### src/rtl/package_settings.sv
// rtl/package_settings.sv - shared sample width, delay-line defaults and types
package package_settings;

   localparam int SIZE_DATA            = 16;
   localparam int MAX_DELAY_DEFAULT    = 16;
   localparam int NUM_CHANNELS_DEFAULT = 4;

   typedef enum logic {FILL, RUN} delay_state_t;

   typedef logic signed [SIZE_DATA-1:0] sample_t;

endpackage

### src/rtl/delay_line_buffer.sv
// rtl/delay_line_buffer.sv - single-channel circular buffer with registered read-before-write output
module delay_line_buffer
   import package_settings::*;
#(
   parameter int DATA_WIDTH = SIZE_DATA,
   parameter int DEPTH      = MAX_DELAY_DEFAULT
) (
   input  logic                          clk,
   input  logic                          reset,
   input  logic                          wr_en,
   input  logic [$clog2(DEPTH)-1:0]      wr_addr,
   input  logic signed [DATA_WIDTH-1:0]  wr_data,
   input  logic [$clog2(DEPTH)-1:0]      rd_addr,
   input  logic                          rd_load,
   input  logic                          rd_clear,
   output logic signed [DATA_WIDTH-1:0]  rd_data
);

   logic signed [DATA_WIDTH-1:0] mem [DEPTH];

   always_ff @(posedge clk or negedge reset) begin
      if (!reset) begin
         for (int i = 0; i < DEPTH; i++) mem[i] <= '0;
      end else if (wr_en) begin
         mem[wr_addr] <= wr_data;
      end
   end

   // Same-edge read sees the pre-write contents, so rd_addr == wr_addr yields the oldest sample.
   always_ff @(posedge clk or negedge reset) begin
      if (!reset)
         rd_data <= '0;
      else if (rd_clear)
         rd_data <= '0;
      else if (rd_load)
         rd_data <= mem[rd_addr];
   end

endmodule

### src/rtl/multichannel_delay_line.sv
// rtl/multichannel_delay_line.sv - multi-channel programmable delay line; option MULTICHANNEL_DELAY_LINE_ZERO_FILL_EN
module multichannel_delay_line
   import package_settings::*;
#(
   parameter int DATA_WIDTH   = SIZE_DATA,
   parameter int NUM_CHANNELS = NUM_CHANNELS_DEFAULT,
   parameter int MAX_DELAY    = MAX_DELAY_DEFAULT,
   localparam int DELAY_WIDTH = $clog2(MAX_DELAY) + 1
) (
   input  logic                                 clk,
   input  logic                                 reset,
   input  logic [NUM_CHANNELS*DATA_WIDTH-1:0]   input_data,
   input  logic                                 input_valid,
   input  logic                                 enable,
   input  logic [DELAY_WIDTH-1:0]               delay_sel,
   input  logic                                 delay_load,
   output logic [NUM_CHANNELS*DATA_WIDTH-1:0]   output_data,
   output logic                                 output_valid,
   output logic                                 fill_busy
);

   localparam int AW = $clog2(MAX_DELAY);
   localparam logic [DELAY_WIDTH-1:0] D_MAX = DELAY_WIDTH'(MAX_DELAY);
   localparam logic [DELAY_WIDTH-1:0] D_ONE = DELAY_WIDTH'(1);
`ifdef MULTICHANNEL_DELAY_LINE_ZERO_FILL_EN
   localparam bit ZERO_FILL = 1'b1;
`else
   localparam bit ZERO_FILL = 1'b0;
`endif

   delay_state_t           state, state_n;
   logic [DELAY_WIDTH-1:0] fill_cnt, cnt_n;
   logic [DELAY_WIDTH-1:0] d_reg, d_new, d_eff;
   logic [AW-1:0]          wr_ptr, rd_addr;
   logic                   emit, emit_zero;

   always_comb begin
      if (delay_sel == '0)
         d_new = D_ONE;
      else if (delay_sel > D_MAX)
         d_new = D_MAX;
      else
         d_new = delay_sel;
   end

   assign d_eff   = delay_load ? d_new : d_reg;
   assign rd_addr = wr_ptr - d_eff[AW-1:0];

   // A beat arriving with delay_load is the first fill beat under the new delay.
   always_comb begin
      state_n   = state;
      cnt_n     = fill_cnt;
      emit      = 1'b0;
      emit_zero = 1'b0;
      if (delay_load) begin
         cnt_n     = input_valid ? D_ONE : '0;
         state_n   = (input_valid && d_new == D_ONE) ? RUN : FILL;
         emit_zero = ZERO_FILL && input_valid;
      end else if (input_valid) begin
         case (state)
            FILL: begin
               cnt_n     = fill_cnt + D_ONE;
               emit_zero = ZERO_FILL;
               if (cnt_n >= d_reg) state_n = RUN;
            end
            RUN:     emit = 1'b1;
            default: ;
         endcase
      end
   end

   always_ff @(posedge clk or negedge reset) begin
      if (!reset) begin
         state        <= FILL;
         fill_cnt     <= '0;
         d_reg        <= D_MAX;
         wr_ptr       <= '0;
         output_valid <= 1'b0;
      end else begin
         state        <= state_n;
         fill_cnt     <= cnt_n;
         if (delay_load) d_reg <= d_new;
         if (input_valid) wr_ptr <= wr_ptr + AW'(1);
         output_valid <= enable && (emit || emit_zero);
      end
   end

   assign fill_busy = (state == FILL);

   for (genvar c = 0; c < NUM_CHANNELS; c++) begin : g_ch
      delay_line_buffer #(
         .DATA_WIDTH (DATA_WIDTH),
         .DEPTH      (MAX_DELAY)
      ) u_buf (
         .clk      (clk),
         .reset    (reset),
         .wr_en    (input_valid),
         .wr_addr  (wr_ptr),
         .wr_data  (input_data[c*DATA_WIDTH +: DATA_WIDTH]),
         .rd_addr  (rd_addr),
         .rd_load  (enable && emit),
         .rd_clear (!enable || emit_zero),
         .rd_data  (output_data[c*DATA_WIDTH +: DATA_WIDTH])
      );
   end

endmodule

### config.mk
export PLATFORM = sky130hd
export DESIGN_NAME = multichannel_delay_line
export DESIGN_NICKNAME = d
export VERILOG_FILES = /design/src/rtl/package_settings.sv /design/src/rtl/delay_line_buffer.sv /design/src/rtl/multichannel_delay_line.sv
export SDC_FILE = /design/constraint.sdc
export NUM_CORES = 1
export LEC_CHECK = 0
export CAP_MARGIN = 0
export CORE_ASPECT_RATIO = 1.4
export CORE_UTILIZATION = 67
export CTS_CLUSTER_SIZE = 8
export DETAILED_ROUTE_END_ITERATION = 10
export MAX_ROUTING_LAYER = met4
export PLACE_DENSITY_LB_ADDON = 0.1
export SYNTH_ARGS = -nofsm -noshare
export SYNTH_HDL_FRONTEND = slang
export SYNTH_HIERARCHICAL = 1
export SYNTH_SLANG_ARGS = --single-unit
### constraint.sdc
create_clock -name clk -period 4.35 [get_ports clk]
set_clock_uncertainty 0.2 [all_clocks]
set_input_delay 0.87 -clock clk [delete_from_list [all_inputs] [get_ports clk]]
set_output_delay 0.87 -clock clk [all_outputs]
set_load 0.02 [all_outputs]
Yosys cells after proc, flatten, opt, wreduce, memory -nomap -nowiden

Cells that the tools add are included.

Input port bits: 74
Flip-flop bits (word level): 1104
Logic and storage cells: 135
Output and inout port bits: 66

Equality and inequality tests: 3
$lt $le $gt $ge: 5
Reduce and logical (&&, ||, !) cells: 6
Mux-type cells: 41
Add/sub/neg operators: 3
Bitwise logic cells: 3

Operator list:

| kind                                                                         | number |
|---|---|
| 256-bit bitwise mux                                                          | 4 |
| 16-bit two-way mux                                                           | 17 |
| 16-bit binary-select mux with 4-bit select                                   | 4 |
| 16-bit demux with 4-bit select                                               | 1 |
| 5-bit two-way mux                                                            | 5 |
| 5-bit >= comparator, second input constant                                   | 2 |
| 4-bit inverter with 5-bit output                                             | 2 |
| 1-bit two-way mux                                                            | 9 |
| 5-bit by 1-bit adder with 5-bit output, second input constant                | 1 |
| 5-bit by 1-bit equality test with 1-bit output, second input constant        | 1 |
| 5-bit >= comparator                                                          | 1 |
| 5-bit > comparator, second input constant                                    | 1 |
| 5-bit logical NOT                                                            | 1 |
| 5-bit by 1-bit less-than comparator with 1-bit output, second input constant | 1 |
| 4-bit by 1-bit adder with 4-bit output, second input constant                | 1 |
| 4-bit two-way mux                                                            | 1 |
| 4-bit subtractor                                                             | 1 |
| 1-bit logical AND                                                            | 3 |
| 2-bit by 1-bit inequality test with 1-bit output, second input constant      | 1 |
| 2-bit inequality test, second input constant                                 | 1 |
| 2-bit AND reduction                                                          | 1 |
| 2-bit nonzero test                                                           | 1 |
| 1-bit inverter                                                               | 1 |

Logic depth before layout (Yosys ltp)

Word-level depth: 11
Mapped depth: 13
Depth with buffers taken out: 12

Cells and area by module

The synthesis kept the hierarchy.

Modules (own cells, without submodules):

| module                  | area each (um2) | cells an instance | times used |
|---|---|---|---|
| delay_line_buffer       | 12310.6         | 901               | 4 |
| multichannel_delay_line | 973.4           | 98                | 1 |

Worst setup path before layout

Ideal clock, no wire load.

Path kind: input-to-reg
From: input delay_sel[1]
To: register g_ch[0].u_buf.rd_data[1]
Stages on the path: 13
Library setup time: 0.125 ns
Data arrival time: 3.383 ns
Path slack: 0.643 ns
Cells stage by stage: nor3_1 > nor2_1 > o31ai_1 > ha_1 > inv_1 > fa_1 > xor2_1 > and2_1 > clkbuf_1 > clkbuf_1 > a22oi_1 > nand3_1 > nand3_1

Word-level cells in the longest chain between the ends: 11

RTL lines:

| element                                                    | RTL line                      | text |
|---|---|---|
| start, declared                                            | multichannel_delay_line.sv:15 | `input logic [DELAY_WIDTH-1:0] delay_sel,` |
| 5-bit > comparator                                         | multichannel_delay_line.sv:40 | `else if (delay_sel > D_MAX)` |
| 5-bit two-way mux                                          | multichannel_delay_line.sv:40 |  |
| 5-bit two-way mux (*)                                      | multichannel_delay_line.sv:38 | `if (delay_sel == '0)` |
| 4-bit two-way mux (*)                                      | --                            |  |
| net d_eff[0]                                               | multichannel_delay_line.sv:33 | `logic [DELAY_WIDTH-1:0] d_reg, d_new, d_eff;` |
| 4-bit subtractor (*)                                       | multichannel_delay_line.sv:47 | `assign rd_addr = wr_ptr - d_eff[AW-1:0];` |
| net rd_addr[2]                                             | multichannel_delay_line.sv:34 | `logic [AW-1:0] wr_ptr, rd_addr;` |
| 4-bit inverter with 5-bit output (implied by the code) (*) | delay_line_buffer.sv:36       | `rd_data <= mem[rd_addr];` |
| 16-bit binary-select mux with 4-bit select (*)             | delay_line_buffer.sv:36       |  |
| 16-bit two-way mux (implied by the code) (*) (2 in series) | delay_line_buffer.sv:36       |  |
| 16-bit two-way mux (*)                                     | delay_line_buffer.sv:35       | `else if (rd_load)` |
| 16-bit two-way mux (*)                                     | delay_line_buffer.sv:33       | `else if (rd_clear)` |
| end signal, assigned                                       | delay_line_buffer.sv:36       |  |
| end, declared                                              | delay_line_buffer.sv:16       | `output logic signed [DATA_WIDTH-1:0] rd_data` |

Mark *: on every way through the listed nets, which the timed path passes. The rest lies on a longest branch. The select of a mux whose other input is x is not followed.
A chain may end at the register's enable or synchronous reset.

Worst setup path in the final report

From: input delay_sel[1]
To: register g_ch[3].u_buf.rd_data[0]

Word-level cells in the longest chain between the ends: 11

RTL lines:

| element                                                    | RTL line |
|---|---|
| 5-bit > comparator                                         | multichannel_delay_line.sv:40 |
| 5-bit two-way mux                                          | multichannel_delay_line.sv:40 |
| 5-bit two-way mux (*)                                      | multichannel_delay_line.sv:38 |
| 4-bit two-way mux (*)                                      | -- |
| net d_eff[0]                                               | multichannel_delay_line.sv:33 |
| 4-bit subtractor (*)                                       | multichannel_delay_line.sv:47 |
| net rd_addr[2]                                             | multichannel_delay_line.sv:34 |
| 4-bit inverter with 5-bit output (implied by the code) (*) | delay_line_buffer.sv:36 |
| 16-bit binary-select mux with 4-bit select (*)             | delay_line_buffer.sv:36 |
| 16-bit two-way mux (implied by the code) (*) (2 in series) | delay_line_buffer.sv:36 |
| 16-bit two-way mux (*)                                     | delay_line_buffer.sv:35 |
| 16-bit two-way mux (*)                                     | delay_line_buffer.sv:33 |
| end signal, assigned                                       | delay_line_buffer.sv:36 |
| end, declared                                              | delay_line_buffer.sv:16 |

Marks and branches as above.

==> metrics <==
result of the run=finished, violations left; failing checks=DRC; remaining design rule violation count=26; register with the highest flop count=g_ch.u_buf/mem; post-cts sizing count=0; cts hold-fix bufs=0; worst hold slack=around 0.046 ns; flip-flop count of the largest register, all copies and words added=a little over 1000; reg2reg end=g_ch[2].u_buf/rd_data[9]$_DFFE_PN0P_; maximum ir drop on the vdd rail=~540 µV; final critical delay including setup and external delays=between 3 and 4 ns; cells traversed along the worst timing path=clkdlybuf4s50_1, nor3_1, nor2_1, o31ai_1, ha_1, inv_1, fa_1, xor2_1, buf_4, nor2b_2, buf_12, a22oi_1, nand3_1, nand3_1; cts bufs inserted=roughly 160; commonest cells in the netlist=dfrtp_1, mux2_2, mux2i_1, nand3_1, a22oi_1; number of setup buffers added after CTS=0; number of sinks driven by the clock tree=about 1100; area share of the largest cell type after synthesis=between 50% and 60%; I/O pin count=140; final-layout fill cell count=roughly 4500; register bit total from synthesis=~1100; starting utilization of the core area=between 60 and 70%; GR Overflow Total=0; Post-DRT Antenna Nets=0; crit path DAT=around 4.1 ns; die boundary height=between 300 and 400 µm; first-pass GRT wire length=a little under 200000 µm; number of vias per cell=6.53; achievable frequency=around 270 MHz; initial antenna violation count=7; max-capacitance violation count=0; worst-path maximum fanout=32; multi-input logic area=21200 µm²; type of the setup path with the least slack=input pin to register; HPWL Detailed=about 74000 µm; Chip Width=roughly 230 µm; Routed wire per std cell=25.8 µm; worst min path class=input pin to asynchronous set/reset pin; Worst Setup End Kind=register; Cell variety after synth=41; net count reported at finish=between 3000 and 4000; count of buffers from port buffering=139; vias after detailed routing=approximately 32000; CTS root buf=clkbuf_16; post-synthesis cell type with the largest combined area=dfrtp_1; total die area=76100 µm²; total of warnings raised by yosys=6; post-synth design cell area=approximately 50000 µm²; sequential fraction of the synthesis area=a little under three fifths; clock input transition at the sequential cells of the worst setup and hold paths=approximately 0.050 ns; vias in the first global route=about 35000; Reg2Reg Depth=9; dominant cell by count in the synthesized netlist=dfrtp_1; Most used DFF post-synth=dfrtp_1; sum of routed wire length over all layers=125000 µm; share of post-route cells with drive strength above 1=~36%; maximum clock insertion buffer count=3; number of hold violations in the final report=0; setup slack on the worst flop-to-flop path=1.00 ns; actual slew at the worst max-slew pin=1.12 ns; async set-or-reset flop fraction in the synthesized netlist=100%; router iterations before antenna repair=9; total track usage=a little over a third; Post-Syn Area per Cell=13.6 µm²; post-route total power=0.0457 W; slowest stage delay, CP=approximately 0.54 ns; number of max-slew violations in the final report=0; Final setup viols=0; syn_nets=roughly 3800; Layout area overhead=14.2%; count of flip-flops with a built-in enable after synthesis=0; post-synthesis instance total=around 3700; total negative setup slack=0 ns; sequential cell area=roughly 28000 µm²; static leakage=roughly 26 nW; critical path required time=between 4 and 5 ns; power per standard cell area=approximately 800 nW/µm²; most common cell type on the critical path=nand3_1; clock network latency to the later pin of the worst-skew pair=~0.75 ns; # rows=approximately 120; maximum number of pins on one net before global-route repair=between 100 and 150; Max transition margin=~25%; DRT iter0 DRCs=about 2300; post-placement worst setup slack=about 0.03 ns; RSZ-0062 raised after global routing=no; core area=between 70000 and 80000 µm²; Critical Path Start Type=input pin; TritonCTS clock tree=done; crit path max-delay cell type=clkdlybuf4s50_1; registers with the highest flip-flop counts=g_ch.u_buf/mem: 1024 flops, g_ch.u_buf/rd_data: 64 flops, fill_cnt: 5 flops; routability congestion estimate=approximately 0.84; fin crit share=a little under nine tenths; deepest level of the CTS H-tree=4; final worst slack=around 0.63 ns; cell types with the largest area share after synthesis=dfrtp_1, mux2_2, mux2i_1; startpoint of the most critical register-to-register path=wr_ptr[1]$_DFFE_PN0P_
## layout make-up
| cell class | instances | share of cell area [%] |
|---|---|---|
| Sequential cell | 1104 | 48.2 |
| Clock buffer | 172 | 7.21 |
| Multi-Input combinational cell | 2304 | 36.9 |
| Tap cell | 960 | 2.09 |
| Clock inverter | 6 | 0.105 |
| Timing Repair Buffer | 290 | 5.37 |
| Antenna cell | 7 | 0.0305 |
| Inverter | 12 | 0.0916 |
## critical path, delay by kind of cell
family                     cells  cell delay, ns
xor gates and xnor gates       1            0.23
buffers and inverters          4            1.06
and+or+nand+nor                5            0.82
AOI/OAI and AO/OA              2            0.49
adders and majority gates      2            0.62
## per-layer routing
layer / track usage, % / vias up / share of wire, %
met3: 5.41 / 314 / 5.8
li1: - / 13700 / -
met1: 43.9 / 16700 / 40
met4: 14.3 / 0 / 3.5
met5: - / - / 0
met2: 56.4 / 1100 / 50
## power by group
| part | internal (W) | switching (W) | total, W |
|---|---|---|---|
| sequential | 0.0151 | 0.00262 | 0.0177 |
| clock | 0.00657 | 0.00413 | 0.0107 |
| combinational | 0.00880 | 0.00850 | 0.0173 |
## logic make-up after synthesis
family | Yosys count | synth area share (%)
compound gates | 270 | 3.70
xor+xnor | 12 | 0.224
fa+ha+maj | 11 | 0.289
buf+inv | 294 | 2.89
flops | 1104 | 55.0
mux | 1538 | 33.2
simple gates | 473 | 4.68
## cell usage in the layout, fill, tap and decap left out, types with 11 or more instances in the layout
master              n
a21oi_1            68
a22oi_1           192
buf_12             44
buf_4             107
clkbuf_16         164
clkdlybuf4s50_1   138
dfrtp_1          1103
inv_1              11
mux2_2           1025
mux2i_1           513
nand2_1           145
nand3_1           199
nand3b_1           21
nor2_1             17
nor2_2             39
or3_1              12
## worst max-delay path by stage
stage                  from                              endpoint  slack (ns)  depth (start not counted)
6_report       delay_sel[1]  g_ch[3].u_buf/rd_data[0]$_DFFE_PN0P_        0.63                         14
5_1_grt        delay_sel[1]  g_ch[3].u_buf/rd_data[0]$_DFFE_PN0P_        0.46                         14
4_1_cts        delay_sel[1]  g_ch[3].u_buf/rd_data[6]$_DFFE_PN0P_        0.72                         14
3_5_place_dp   delay_sel[1]  g_ch[3].u_buf/rd_data[6]$_DFFE_PN0P_        0.03                         14
3_3_place_gp     delay_load  g_ch[2].u_buf/rd_data[9]$_DFFE_PN0P_        0.11                         14
2_1_floorplan  delay_sel[1]  g_ch[0].u_buf/rd_data[1]$_DFFE_PN0P_        0.64                         13
## through the flow
stage | util (%) | instances | area [µm²]
2_1_floorplan | - | 3702 | 50200
3_3_place_gp | 71.7 | 4670 | 53200
3_5_place_dp | 71.7 | 4670 | 53200
4_1_cts | 77.4 | 4848 | 57400
5_1_grt | 77.4 | 4855 | 57400
6_report | 77.4 | 4855 | 57400
(Power assumes the default switching activity.)
